==> src/rtl/fclass_gen.sv <==
// fclass_gen: class-directed single-precision value generator.
// Takes a one-hot FCLASS-ordered class mask and a burst length, then emits a
// stream of IEEE-754 single-precision words that each classify back to the
// requested class. The payload bits come from an internal 32-bit LFSR.
//
// Ports:
//   clk        clock
//   rst_n      asynchronous active-low reset
//   req_valid  request present
//   req_ready  high while idle (request can be accepted)
//   req_class  10-bit one-hot class mask, FCLASS bit order
//   req_count  burst length, 0 means 256
//   out_valid  out_data is valid
//   out_ready  consumer accepts out_data
//   out_data   generated float
//   out_last   final word of the burst (qualified by out_valid)
//   err        one-cycle pulse after a non-one-hot request mask
//
// States:
//   IDLE | waiting for a request, req_ready=1
//   EMIT | streaming words, out_valid=1
module fclass_gen #(
  parameter logic [31:0] LFSR_SEED = 32'hACE1_2468
) (
  input  logic        clk,
  input  logic        rst_n,
  input  logic        req_valid,
  output logic        req_ready,
  input  logic [9:0]  req_class,
  input  logic [7:0]  req_count,
  output logic        out_valid,
  input  logic        out_ready,
  output logic [31:0] out_data,
  output logic        out_last,
  output logic        err
);

  // An all-zero LFSR would lock up, so a zero seed is replaced.
  localparam logic [31:0] SEED = (LFSR_SEED == 32'h0) ? 32'h1 : LFSR_SEED;

  typedef enum logic [0:0] {IDLE = 1'b0, EMIT = 1'b1} state_t;

  state_t      state;
  state_t      state_next;
  logic [9:0]  cls;
  logic [8:0]  rem;
  logic [31:0] lfsr;
  logic [31:0] lfsr_next;
  logic        mask_ok;
  logic        accept;
  logic        xfer;

  // Builds a word of class c from random bits r. Fields left at zero cover
  // the +/-0 classes.
  function automatic logic [31:0] gen_word(input logic [9:0] c, input logic [31:0] r);
    logic       s;
    logic [7:0] e;
    logic [22:0] m;
    s = (|c[3:0]) | ((c[8] | c[9]) & r[31]);
    e = 8'h00;
    m = 23'h0;
    if (c[0] | c[7]) begin
      e = 8'hFF;
    end else if (c[2] | c[5]) begin
      m = (r[22:0] == 23'h0) ? 23'h1 : r[22:0];
    end else if (c[1] | c[6]) begin
      e = r[30:23];
      if (e == 8'h00)      e = 8'h01;
      else if (e == 8'hFF) e = 8'hFE;
      m = r[22:0];
    end else if (c[8]) begin
      e = 8'hFF;
      m = (r[21:0] == 22'h0) ? 23'h1 : {1'b0, r[21:0]};
    end else if (c[9]) begin
      e = 8'hFF;
      m = {1'b1, r[21:0]};
    end
    return {s, e, m};
  endfunction

  assign lfsr_next = {1'b0, lfsr[31:1]} ^ (lfsr[0] ? 32'h8020_0003 : 32'h0);
  assign mask_ok   = (req_class != 10'h0) && ((req_class & (req_class - 10'h1)) == 10'h0);
  assign accept    = req_valid & req_ready;
  assign xfer      = out_valid & out_ready;

  always_ff @(posedge clk or negedge rst_n) begin
    if (!rst_n) state <= IDLE;
    else        state <= state_next;
  end

  always_comb begin
    state_next = state;
    case (state)
      IDLE:    if (accept && mask_ok) state_next = EMIT;
      EMIT:    if (xfer && rem == 9'd1) state_next = IDLE;
      default: state_next = IDLE;
    endcase
  end

  always_comb begin
    req_ready = (state == IDLE);
    out_valid = (state == EMIT);
  end

  always_ff @(posedge clk or negedge rst_n) begin
    if (!rst_n) begin
      cls      <= 10'h0;
      rem      <= 9'h0;
      lfsr     <= SEED;
      out_data <= 32'h0;
      out_last <= 1'b0;
      err      <= 1'b0;
    end else begin
      err <= accept & ~mask_ok;
      if (accept && mask_ok) begin
        cls      <= req_class;
        rem      <= {req_count == 8'd0, req_count};
        out_data <= gen_word(req_class, lfsr);
        out_last <= (req_count == 8'd1);
      end else if (xfer) begin
        lfsr <= lfsr_next;
        if (rem == 9'd1) begin
          // out_data keeps the final word after the burst ends.
          out_last <= 1'b0;
        end else begin
          rem      <= rem - 9'd1;
          out_data <= gen_word(cls, lfsr_next);
          out_last <= (rem == 9'd2);
        end
      end
    end
  end

endmodule
==> config.mk <==
export PLATFORM = sky130hd
export DESIGN_NAME = fclass_gen
export DESIGN_NICKNAME = d
export VERILOG_FILES = /design/src/rtl/fclass_gen.sv
export SDC_FILE = /design/constraint.sdc
export NUM_CORES = 1
export LEC_CHECK = 0
export CORE_UTILIZATION = 44
export CTS_BUF_LIST = sky130_fd_sc_hd__clkbuf_4 sky130_fd_sc_hd__clkbuf_8 sky130_fd_sc_hd__clkbuf_16
export DETAILED_ROUTE_END_ITERATION = 12
export PLACE_DENSITY = 0.75
export REMOVE_ABC_BUFFERS = 1
export SYNTH_ARGS = -nofsm -noshare
export SYNTH_HDL_FRONTEND = slang
export SYNTH_SLANG_ARGS = --single-unit
==> constraint.sdc <==
create_clock -name clk -period 3.4 [get_ports clk]
set_input_delay 0.68 -clock clk [delete_from_list [all_inputs] [get_ports clk]]
set_output_delay 0.68 -clock clk [all_outputs]
set_load 0.03 [all_outputs]
==> impl.org <==
** Power and ir drop
- Of the total power, combinational logic draws 0.309.
- Leak pwr :: approximately 2.4 nW
- Across the VDD grid, the largest voltage drop is roughly 0.27 mV.
- The internal power of the cells totals about 2.1 mW.
- Fraction of power consumed by sequential logic :: 0.438
- Switching pwr :: ~1.1 mW
- Clock network power share :: 0.253
- Of the total power, the share spent switching nets is 0.340.
- Overall power consumption after layout is estimated at approximately 3.1 mW.
- Dividing total power by cell area gives a power density of slightly below 600 nW/um2.

** Route
- For this block, the via count after detailed routing is around 3,600.
- The first detailed-routing pass took 5 iterations.
- In the final routing, the length of wire on met1 measures approximately 4800 um.
- The detailed router finished its first iteration with approximately 180 violations.
- After detailed routing, the number of vias per cell comes to about 5.8.
- The routed design has slightly above 10,000 um of wire.
- Total met3 wirelength after detailed routing :: about 540 um
- Detail-routed net length per standard cell :: 16.1 um
- Top layer reached by signal wires :: met4
- Post-DRT Antenna Nets :: 0
- Summed over all nets, wire length on met2 after detailed routing comes to 4650 um.
- Number of DRC violations after detailed routing :: 0

** Timing
- At the pin with the least slew margin, the transition time is between 1000 and 1500 ps.
- Number of setup violations in the final report :: 0
- In this run the tightest slew margin relative to its limit is 0.306.
- Summed over all failing endpoints, the final setup total negative slack is 0 ps.
- Peak Freq :: roughly 0.34 GHz
- Setup repair after global routing left no endpoint under its margin.
- Final Hold Vio Count :: 0
- The clock arrives with around 14 ps of skew.
- Subtracting the final worst setup slack from the clock period gives 2930 ps.
- After layout, the worst setup slack is ~470 ps.
- The number of slew-limit violations in the final report is 0.
- Dividing the final minimum period by the clock period gives 0.863.
- Worst hold-check slack :: 501 ps

** Synth
- Synthesized-area fraction occupied by ao, oa, aoi and oai cells :: 0.174
- Xor and xnor fraction of the mapped netlist area :: 0.0198
- Among all flip-flop cells after synthesis, the most frequent one is dfrtp_1.
- In the synthesized netlist the async set-or-reset flop fraction comes to 1.00.
- Number of flops mapped to enable cells by yosys :: 0
- Post-Synth Adder-Cell Area :: 0.0158
- Number of warning messages in the yosys log :: 0
- Synthesized instance count :: about 430
- Synthesized-area fraction occupied by and/or/nand/nor cells :: 0.170
- By area, the combinational part of the netlist is dominated by compound AO/OA/AOI/OAI gates.
- Of the post-synthesis cell area, the dominant cell type holds 0.407.
- Register area share after synthesis :: 0.484
- By area the synthesized netlist is led by dfrtp_1 41%, mux2_2 9.9%, dfstp_2 7.7%.
- Synthesis instantiated between 50 and 60 different standard cells from the library.
- In this run the mean area of a mapped cell was a little over 10 um2.
- Leading area contributor after synthesis :: dfrtp_1
- Flip-flop and latch count after synthesis :: 85
- Mapped cell area :: 4430 um2
- Multiplexer fraction of the synthesized cell area :: 0.0991

** Layout
- In the final layout, the share of cells above drive strength 1 is 0.200.
- The number of antenna diodes in the final layout is 0.
- Non-filler instance count after layout :: about 620
- Synth-to-layout area growth :: 21.3%
- For this run, the post-layout net count is 512.

** GRT
- The first global-routing pass estimated ~16,000 um of wire.
- Number of global-route vias before repair :: between 3,000 and 4,000
- Maximum number of pins on one net before global-route repair :: 86
- Combined global-route utilization of all metal layers :: 0.202
- The initial antenna violation count was 0.
- Total overflow reported by the global router :: 0

** Floorplan
- The floorplan step defined a die boundary enclosing ~10,000 um2.
- Floorplan row count :: 36
- Pin placement for this block handled between 50 and 60 I/O pins.
- The core region is between 9000 and 10,000 um2.
- Initial core utilization :: 0.453
- The die is just over 100 um wide.
- Die height :: 102 um

** Clock tree
- Post-CTS Hold Fix Bufs :: 0
- After clock tree synthesis, the clock-pin slew on the worst setup and hold paths is 90 ps.
- CTS Buf Count :: 9
- Number of post-CTS setup repair buffers :: 0
- The tree is rooted in a clkbuf_8.
- Number of sinks on the clock net :: 85
- Counting along the longest clock path gives a buffer depth of 2.
- Clock tree from TritonCTS :: built
- In this run, post-CTS repair resized a total of 0 instances.
- The H-tree was split into 3 levels.
- For the worst-skew pair, the clock arrives at the later sink with an insertion delay of approximately 360 ps.

** Critical path
- Crit path DAT :: about 3200 ps
- Type of origin of the critical path :: input port
- Highest net fanout along the worst path :: roughly 40
- Reg-to-reg slack, setup :: 720 ps
- STA classifies the critical path endpoint as a flip-flop.
- Data on the critical path is required at its endpoint by about 3600 ps.
- Type of the worst setup path :: input port to flip-flop

** Placement
- Detailed placement ended at an HPWL of approximately 6900 um.
- OpenSTA, run right after detailed placement, puts the worst setup slack at around 95 ps.
- Input/output buffers :: 57
- The number of placed instances, taps included, is between 600 and 700.
- GPL Wtd Cong :: 0.868

** Worst hold path
- The tightest min-delay check is of the input port to async pin type.

** Outcome
- The flow ran to the end, and the final reports show no timing, DRC or antenna violations.

** Flow run
- Max-cap violations :: 0
synthesized netlist by cell type (3+ instances only):
cell type and instances:
buf_4 5, nand3_1 23, xnor2_1 6, a21o_1 15, o21ai_0 32, and3_1 10, a31o_2 4, buf_6 3
a21oi_1 29, nand2_1 39, dfstp_2 13, mux2_2 39, or4_1 4, nor4_1 13, a211oi_2 5, dfrtp_1 72
a211oi_1 10, or3_1 4, xor2_1 4, clkbuf_1 12, inv_1 9, nor2_1 14, nand4_1 4, nor3_1 18
ha_1 4
power groups by stage:
stage	sequential [mW]	clock, mW	combinational, mW
global route	1.40	0.859	1.05
floorplan	1.51	0	0.448
finish	1.37	0.794	0.967
CTS	1.37	0.814	0.971
global placement	1.38	0	0.951
detailed placement	1.39	0	0.968
cell type report:
cell class,instances,area [um2]
sequential,85,2140
clock buffer,12,146
clock inverter,4,72.6
inverter,9,33.8
fill,869,4400
timing repair buffer,70,691
tap,133,166
multi-input combinational,311,2120
flip-flops by register name, indices dropped and copies added, names as in the netlist:
register	flops
out_last	1
cls	9
lfsr	32
rem	9
err	1
out_data	32
out_valid	1
per-stage QoR:
stage | utilization | instance area, um2
2_1_floorplan | - | 4300
3_3_place_gp | 0.528 | 5160
3_5_place_dp | 0.528 | 5160
4_1_cts | 0.550 | 5380
5_1_grt | 0.550 | 5380
6_report | 0.550 | 5380
placed cells by master (no fill, tap or decap), drive strengths merged, types with 15 or more instances in the layout:
master	count
a21oi	29
a21o	15
nand2	39
a211oi	15
nor4	15
nor3	18
dfrtp	72
nand3	23
o21ai	32
mux2	39
clkdlybuf4s50	56
critical path, stage by stage:
cell,delay [ps]
clkdlybuf4s50_1,530
or4_1,580
o31a_1,300
a2111oi_4,440
buf_12,270
mux2_2,350
worst paths after layout:
path,startpoint,cells after the start,endpoint
setup / recovery,req_class[1],6,cls[9]
hold / removal,rst_n,1,out_data[9]
setup reg to reg,rem[1],8,out_data[31]
hold reg to reg,cls[7],1,cls[7]
max in group asynchronous,rst_n,1,lfsr[0]
min in group clk,cls[7],1,cls[7]
kinds of logic (layout without fill, tap and decap cells):
kind of cell,after synthesis,count (layout)
AND/OR/NAND/NOR,142,142
AO/OA/AOI/OAI,114,114
flip-flops,85,85
multiplexers,39,39
buffers and inverters,33,95
XOR/XNOR,10,10
adder cells (fa/ha/maj),6,6
per-layer routing:
| metal | global-route usage | vias up |
|---|---|---|
| met3 | 0.0356 | 9 |
| li1 | - | 1704 |
| met2 | 0.309 | 124 |
| met4 | 0.0659 | 0 |
| met5 | 0 | - |
| met1 | 0.292 | 1757 |
Note: power is estimated with default switching activity, not from simulation.
